<file path="config.mk">
export PLATFORM = sky130hd
export DESIGN_NAME = gpio_uart_tx_flat
export DESIGN_NICKNAME = d
export VERILOG_FILES = /design/src/rtl/gpio_uart_pkg.sv /design/src/rtl/gpio_uart_tx_if.sv /design/src/rtl/gpio_uart_tx_sync_fifo.sv /design/src/rtl/gpio_uart_tx.sv /design/src/flat_wrapper.sv
export SDC_FILE = /design/constraint.sdc
export NUM_CORES = 1
export LEC_CHECK = 0
export BUFFER_PORTS_ARGS = -buffer_cell sky130_fd_sc_hd__buf_2
export CORE_UTILIZATION = 60
export DETAILED_ROUTE_END_ITERATION = 12
export GPL_TIMING_DRIVEN = 0
export PLACE_DENSITY_LB_ADDON = 0.08
export SYNTH_ARGS = -nofsm -noshare
export SYNTH_HDL_FRONTEND = slang
export SYNTH_SLANG_ARGS = --single-unit
</file>
<file path="constraint.sdc">
create_clock -name clk -period 5.15 [get_ports clk]
set_input_delay 0.515 -clock clk [delete_from_list [all_inputs] [get_ports clk]]
set_output_delay 0.515 -clock clk [all_outputs]
set_load 0.02 [all_outputs]
</file>
<file path="src/rtl/gpio_uart_pkg.sv">
// Shared types and constants for the GPIO-change UART transmitter.
// Latency: n/a (declarations only).
// Backpressure: n/a. The optional parity state exists only when GPIO_UART_PARITY_EN is defined.
package gpio_uart_pkg;

   localparam int FRAME_BITS_8N1 = 10;
   localparam int FRAME_BITS_8E1 = 11;

   typedef enum logic [2:0] {
      IDLE,
      START,
      DATA,
`ifdef GPIO_UART_PARITY_EN
      PARITY,
`endif
      STOP
   } state_e;

   // Cycles per UART bit; integer truncation is intended.
   function automatic int calc_baud_div(input int clk_freq, input int baud_rate);
      return clk_freq / baud_rate;
   endfunction

endpackage

</file>
<file path="src/rtl/gpio_uart_tx_if.sv">
// Bus between the GPIO producer and the UART tracer: GPIO byte in, line and status out.
// Latency: n/a (wiring only).
// Backpressure: none; the producer is never stalled, overflow is reported instead.
interface gpio_uart_tx_if #(
   parameter int FIFO_DEPTH = 8
);
   localparam int CNT_W = $clog2(FIFO_DEPTH) + 1;

   logic [7:0]       gpio_i;
   logic             tx_o;
   logic             busy_o;
   logic             overflow_o;
   logic [CNT_W-1:0] fifo_count_o;

   modport master (
      output gpio_i,
      input  tx_o, busy_o, overflow_o, fifo_count_o
   );

   modport slave (
      input  gpio_i,
      output tx_o, busy_o, overflow_o, fifo_count_o
   );
endinterface

</file>
<file path="src/rtl/gpio_uart_tx_sync_fifo.sv">
// Generic synchronous FIFO with head data visible combinationally.
// Latency: a pushed word is readable at the head one cycle after the push edge.
// Backpressure: push while full and pop while empty are ignored; the caller watches full/empty.
module sync_fifo #(
   parameter int WIDTH = 8,
   parameter int DEPTH = 8,
   localparam int AW = $clog2(DEPTH),
   localparam int CW = AW + 1
) (
   input  logic             clk,
   input  logic             reset,
   input  logic             push,
   input  logic [WIDTH-1:0] wr_dat,
   input  logic             pop,
   output logic [WIDTH-1:0] rd_dat,
   output logic             full,
   output logic             empty,
   output logic [CW-1:0]    count
);

   logic [WIDTH-1:0] mem_q [DEPTH];
   logic [AW-1:0]    wr_ptr_q, wr_ptr_d;
   logic [AW-1:0]    rd_ptr_q, rd_ptr_d;
   logic [CW-1:0]    count_q, count_d;
   logic             do_push, do_pop;

   assign full   = (count_q == CW'(DEPTH));
   assign empty  = (count_q == '0);
   assign count  = count_q;
   assign rd_dat = mem_q[rd_ptr_q];

   // Next pointers and occupancy; DEPTH is a power of two so pointers wrap naturally.
   always_comb begin
      do_push  = push && !full;
      do_pop   = pop && !empty;
      wr_ptr_d = do_push ? wr_ptr_q + AW'(1) : wr_ptr_q;
      rd_ptr_d = do_pop  ? rd_ptr_q + AW'(1) : rd_ptr_q;
      count_d  = count_q + CW'(do_push) - CW'(do_pop);
   end

   // Pointer and count registers; storage itself needs no reset.
   always_ff @(posedge clk) begin
      if (reset) begin
         wr_ptr_q <= '0;
         rd_ptr_q <= '0;
         count_q  <= '0;
      end else begin
         wr_ptr_q <= wr_ptr_d;
         rd_ptr_q <= rd_ptr_d;
         count_q  <= count_d;
      end
   end

   // Storage write.
   always_ff @(posedge clk) begin
      if (do_push) begin
         mem_q[wr_ptr_q] <= wr_dat;
      end
   end

endmodule

</file>
<file path="src/rtl/gpio_uart_tx.sv">
// Traces every GPIO byte change as a UART frame (8N1, or 8E1 when GPIO_UART_PARITY_EN is defined).
// Latency: push on the edge that sees the change, start bit driven from the following edge.
// Backpressure: none upstream; changes arriving with a full FIFO are dropped and flag overflow_o.
module gpio_uart_tx
   import gpio_uart_pkg::*;
#(
   parameter int CLK_FREQ   = 50000000,
   parameter int BAUD_RATE  = 115200,
   parameter int FIFO_DEPTH = 8
) (
   input  logic                clk,
   input  logic                reset,
   gpio_uart_tx_if.slave       bus
);

   localparam int BAUD_DIV = calc_baud_div(CLK_FREQ, BAUD_RATE);
   localparam int BW       = (BAUD_DIV > 2) ? $clog2(BAUD_DIV) : 1;
   localparam int CW       = $clog2(FIFO_DEPTH) + 1;
   localparam logic [BW-1:0] BAUD_LAST = BW'(BAUD_DIV - 1);

   state_e        state_q, state_d;
   logic [BW-1:0] baud_q, baud_d;
   logic [2:0]    bit_q, bit_d;
   logic [7:0]    shift_q, shift_d;
   logic [7:0]    prev_q;
   logic          tx_q, tx_d;
   logic          busy_q, busy_d;
   logic          overflow_q, overflow_d;

   logic          chg, push_ok, pop;
   logic [7:0]    head;
   logic          full, empty;
   logic [CW-1:0] fifo_count;
   logic [CW-1:0] count_next;
   logic          baud_end;

   sync_fifo #(.WIDTH(8), .DEPTH(FIFO_DEPTH)) u_fifo (
      .clk    (clk),
      .reset  (reset),
      .push   (chg),
      .wr_dat (bus.gpio_i),
      .pop    (pop),
      .rd_dat (head),
      .full   (full),
      .empty  (empty),
      .count  (fifo_count)
   );

   assign bus.tx_o         = tx_q;
   assign bus.busy_o       = busy_q;
   assign bus.overflow_o   = overflow_q;
   assign bus.fifo_count_o = fifo_count;

   // Change detect, frame sequencing and next values of every registered output.
   always_comb begin
      chg        = (bus.gpio_i != prev_q);
      push_ok    = chg && !full;
      overflow_d = overflow_q || (chg && full);
      baud_end   = (baud_q == BAUD_LAST);

      pop     = 1'b0;
      state_d = state_q;
      baud_d  = baud_q;
      bit_d   = bit_q;
      shift_d = shift_q;
      tx_d    = tx_q;

      case (state_q)
         IDLE: begin
            tx_d = 1'b1;
            if (!empty) begin
               pop     = 1'b1;
               shift_d = head;
               baud_d  = '0;
               state_d = START;
               tx_d    = 1'b0;
            end
         end
         START: begin
            if (baud_end) begin
               baud_d  = '0;
               bit_d   = 3'd0;
               state_d = DATA;
               tx_d    = shift_q[0];
            end else begin
               baud_d = baud_q + BW'(1);
            end
         end
         DATA: begin
            if (baud_end) begin
               baud_d = '0;
               if (bit_q == 3'd7) begin
`ifdef GPIO_UART_PARITY_EN
                  state_d = PARITY;
                  tx_d    = ^shift_q;
`else
                  state_d = STOP;
                  tx_d    = 1'b1;
`endif
               end else begin
                  bit_d = bit_q + 3'd1;
                  tx_d  = shift_q[bit_q + 3'd1];
               end
            end else begin
               baud_d = baud_q + BW'(1);
            end
         end
`ifdef GPIO_UART_PARITY_EN
         PARITY: begin
            if (baud_end) begin
               baud_d  = '0;
               state_d = STOP;
               tx_d    = 1'b1;
            end else begin
               baud_d = baud_q + BW'(1);
            end
         end
`endif
         STOP: begin
            if (baud_end) begin
               baud_d  = '0;
               state_d = IDLE;
               tx_d    = 1'b1;
            end else begin
               baud_d = baud_q + BW'(1);
            end
         end
         default: begin
            state_d = IDLE;
            baud_d  = '0;
            tx_d    = 1'b1;
         end
      endcase

      // busy tracks the state and occupancy that will hold after this edge.
      count_next = fifo_count + CW'(push_ok) - CW'(pop);
      busy_d     = (state_d != IDLE) || (count_next != '0);
   end

   // All control state and outputs; reset abandons any frame in flight.
   always_ff @(posedge clk) begin
      if (reset) begin
         state_q    <= IDLE;
         baud_q     <= '0;
         bit_q      <= 3'd0;
         shift_q    <= 8'h00;
         prev_q     <= 8'h00;
         tx_q       <= 1'b1;
         busy_q     <= 1'b0;
         overflow_q <= 1'b0;
      end else begin
         state_q    <= state_d;
         baud_q     <= baud_d;
         bit_q      <= bit_d;
         shift_q    <= shift_d;
         prev_q     <= bus.gpio_i;
         tx_q       <= tx_d;
         busy_q     <= busy_d;
         overflow_q <= overflow_d;
      end
   end

endmodule
</file>
<file path="src/flat_wrapper.sv">
// flat-port wrapper written by rule: the top's interface ports become plain ports
module gpio_uart_tx_flat import gpio_uart_pkg::*;
#(
   parameter int CLK_FREQ   = 50000000,
   parameter int BAUD_RATE  = 115200,
   parameter int FIFO_DEPTH = 8
)
  (clk, reset, bus_gpio_i, bus_tx_o, bus_busy_o, bus_overflow_o, bus_fifo_count_o);
  gpio_uart_tx_if #(.FIFO_DEPTH(FIFO_DEPTH)) bus_i ();
  input  logic clk;
  input  logic reset;
  input wire logic [$bits(bus_i.gpio_i)-1:0] bus_gpio_i;
  output wire logic [$bits(bus_i.tx_o)-1:0] bus_tx_o;
  output wire logic [$bits(bus_i.busy_o)-1:0] bus_busy_o;
  output wire logic [$bits(bus_i.overflow_o)-1:0] bus_overflow_o;
  output wire logic [$bits(bus_i.fifo_count_o)-1:0] bus_fifo_count_o;
  assign bus_i.gpio_i = bus_gpio_i;
  assign bus_tx_o = bus_i.tx_o;
  assign bus_busy_o = bus_i.busy_o;
  assign bus_overflow_o = bus_i.overflow_o;
  assign bus_fifo_count_o = bus_i.fifo_count_o;
  gpio_uart_tx #(.CLK_FREQ(CLK_FREQ), .BAUD_RATE(BAUD_RATE), .FIFO_DEPTH(FIFO_DEPTH)) u_core (.clk(clk), .reset(reset), .bus(bus_i));
endmodule
</file>
==> impl_metrics.env <==
export IMPL_p_per_area_nw_per_um2=453
export IMPL_clock_skew_ps=17.9
export IMPL_hold_class="input pin to flip-flop"
export IMPL_clkPwrFrac_pct=22.3
export IMPL_end_kind="flip-flop"
export IMPL_remaining_drc_errors=0
export IMPL_timing_hold_ws_ps=442
export IMPL_dp_hpwl_um=5690
export IMPL_placedCellCount=441
export IMPL_drt_total_wl_um=7880
export IMPL_cts_inserted_buffers=9
export IMPL_synth_adder_area_share_pct=2.74
export IMPL_grt_usage_pct=22.4
export IMPL_cp_arrival_ps=3710
export IMPL_ys_seq_area_share_pct=61.4
export IMPL_finalSetupViolations=0
export IMPL_layout_common_cells="edfxtp_1 (64), dfxtp_1 (44), nor2_1 (34)"
export IMPL_routed_wl_met2_um=4150
export IMPL_tightestPinTransition_ps=957
export IMPL_max_freq_ghz=0.288
export IMPL_synth_edf_count=64
export IMPL_synth_avg_cell_area_um2=14.0
export IMPL_status="complete, no violations"
export IMPL_power_share_sequential_pct=49.7
export IMPL_synth_seq_cells=108
export IMPL_synthArstFlopShare_pct=0
export IMPL_hold_buffers=0
export IMPL_clock_sinks=108
export IMPL_post_route_min_period_ps=3470
export IMPL_cts_setup_buffers=0
export IMPL_p_sw_share_pct=32.2
export IMPL_firstDrtPassIters=4
export IMPL_pin_count=17
export IMPL_overflow=0
export IMPL_rows=31
export IMPL_netlist_area_um2=4560
export IMPL_p_total_w=0.00226
export IMPL_wl_met3_um=192
export IMPL_hold_viol_final=0
export IMPL_synth_top_family_by_area="multiplexers"
export IMPL_die_w_um=89.2
export IMPL_die_area_um2=7960
export IMPL_drive_gt1_share_pct=18.2
export IMPL_rsz0062_at_grt="no"
export IMPL_crit_path_start_kind="flip-flop"
export IMPL_synth_mux_area_share_pct=12.0
export IMPL_finalSetupTns_ps=0
export IMPL_synth_compound_area_share_pct=5.73
export IMPL_viasPerCell=5.83
export IMPL_syn_num_nets=345
export IMPL_synth_ff_type="edfxtp_1"
export IMPL_grt_pass1_wl_um=12700
export IMPL_grt_max_degree=22
export IMPL_p_switching_w=0.000726
export IMPL_synth_area_leaders="edfxtp_1 (42%), dfxtp_1 (19%), mux4_2 (8.9%), nor2_1 (2.8%), ha_1 (2.7%)"
export IMPL_clockBufferDepth=2
export IMPL_clk_pin_slew_ps=110
export IMPL_num_vias=2665
export IMPL_ir_drop_mv=0.235
export IMPL_clock_latency_ps=370
export IMPL_fin_nets=373
export IMPL_drtIter0Drc=76
export IMPL_final_common_cell="edfxtp_1"
export IMPL_maxCapViolCount=0
export IMPL_core_area_um2=7290
export IMPL_internal_power_w=0.00153
export IMPL_synth_xor_area_share_pct=4.14
export IMPL_antenna_left=0
export IMPL_yosysTopAreaCellShare_pct=42.1
export IMPL_gp_congestion=0.839
export IMPL_cp_required_ps=5390
export IMPL_period_share_pct=67.5
export IMPL_h_tree_depth=3
export IMPL_final_cells=457
export IMPL_final_util_pct=68.4
export IMPL_combPwrFrac_pct=28.0
export IMPL_port_buffers=16
export IMPL_cts_repair_resized=0
export IMPL_crit_type="flip-flop to flip-flop"
export IMPL_wl_met1_um=3380
export IMPL_yosysWarningCount=0
export IMPL_antenna_found_initial=0
export IMPL_cts_tree="done"
export IMPL_p_leak_nw=1.73
export IMPL_ys_types=52
export IMPL_diodes=0
export IMPL_slew_viol_final=0
export IMPL_syn2layout_area_growth_pct=9.27
export IMPL_cts_root_buffer="clkbuf_8"
export IMPL_synthCells=325
export IMPL_wl_per_cell_um=17.2
export IMPL_highest_layer="met4"
export IMPL_yosysTopAreaCell="edfxtp_1"
export IMPL_slew_headroom_pct=35.3
export IMPL_synthSimpleGateAreaFrac_pct=11.8
export IMPL_fp_dieH_um=89.2
export IMPL_start_util_pct=62.6
export IMPL_grt_pass1_vias=2616
export IMPL_cp_max_fo=10
[cell type report]
cell class | count | area, um^2
flip-flops and latches | 108 | 2800
fillers | 547 | 2310
multi-input cells | 195 | 1680
clock buffers | 9 | 124
well taps | 99 | 124
repair buffers | 17 | 87.6
clock inverters | 7 | 75.1
plain buffers | 15 | 67.6
inverters | 7 | 26.3
[synthesized netlist by cell type (all sizes together) (2+ instances only)]
cell and n:
a2111oi 2, a211oi 13, a21oi 7, a22oi 2
a31oi 2, and3 2, and4 2, and4b 3
buf 10, clkbuf 5, dfxtp 44, edfxtp 64
ha 10, inv 7, mux2 2, mux2i 12
mux4 18, nand2 12, nand2b 2, nand3 10
nor2 34, nor2b 11, nor3 3, nor3b 2
nor4 3, nor4b 2, nor4bb 3, o2111ai 2
o21a 2, or3 2, xnor2 8, xor2 11
[sequential cells by signal (all words and copies together) (netlist names)]
register	count
u_core.baud_q	9
u_core.bit_q	3
u_core.bus.busy_o	1
u_core.bus.overflow_o	1
u_core.bus.tx_o	1
u_core.prev_q	8
u_core.shift_q	8
u_core.state_q	3
u_core.u_fifo.count	4
u_core.u_fifo.mem_q	64
u_core.u_fifo.rd_ptr_q	3
u_core.u_fifo.wr_ptr_q	3
[stage by stage]
step                      setup WS, ps  instance area, um^2
after CTS                         1710                 4990
after floorplan                   2320                 4560
after global placement            1500                 4770
final                             1680                 4990
after global routing              1470                 4990
after detailed placement          1370                 4790
[final timing paths]
| check | from | endpoint | slack, ps | cells after the start |
|---|---|---|---|---|
| setup reg to reg | u_core.prev_q[1] | u_core.bus.busy_o | 1680 | 12 |
| setup / recovery | u_core.prev_q[1] | u_core.bus.busy_o | 1680 | 12 |
| hold / removal | bus_gpio_i[5] | u_core.u_fifo.mem_q[3][5] | 440 | 1 |
| hold reg to reg | u_core.bit_q[1] | u_core.bit_q[1] | 480 | 2 |
[worst max-delay path, stage by stage, from the launching register on]
cell	delay, ps
dfxtp_1	330
xor2_1	150
nor4_1	740
a21oi_1	210
clkbuf_1	280
ha_1	280
ha_1	290
inv_1	60
ha_1	200
xnor3_1	220
o2111ai_1	160
o31ai_1	260
o221ai_1	150
[routing by layer]
| metal | track usage [%] | up-vias |
|---|---|---|
| met2 | 39.7 | 40 |
| met4 | 9.67 | 0 |
| li1 | - | 1291 |
| met5 | 0 | - |
| met3 | 5.17 | 9 |
| met1 | 26.2 | 1325 |
[power groups by stage]
stage,Sequential (W),Combinational (W),Clock [W]
finish,0.00112,0.000631,0.000505
global route,0.00114,0.000692,0.000546
CTS,0.00112,0.000640,0.000512
detailed placement,0.00114,0.000639,0
global placement,0.00113,0.000613,0
floorplan,0.00114,0.000458,0
[cells by family (layout without fill, tap and decap cells)]
family	count (synthesis)	after routing
adders and majority gates	10	10
DFF	108	108
and+or+nand+nor	97	97
other	1	1
buffers and inverters	22	55
muxes	32	32
AOI/OAI and AO/OA	35	35
xor gates and xnor gates	20	20
No activity file was read; power rests on OpenSTA's default activity.
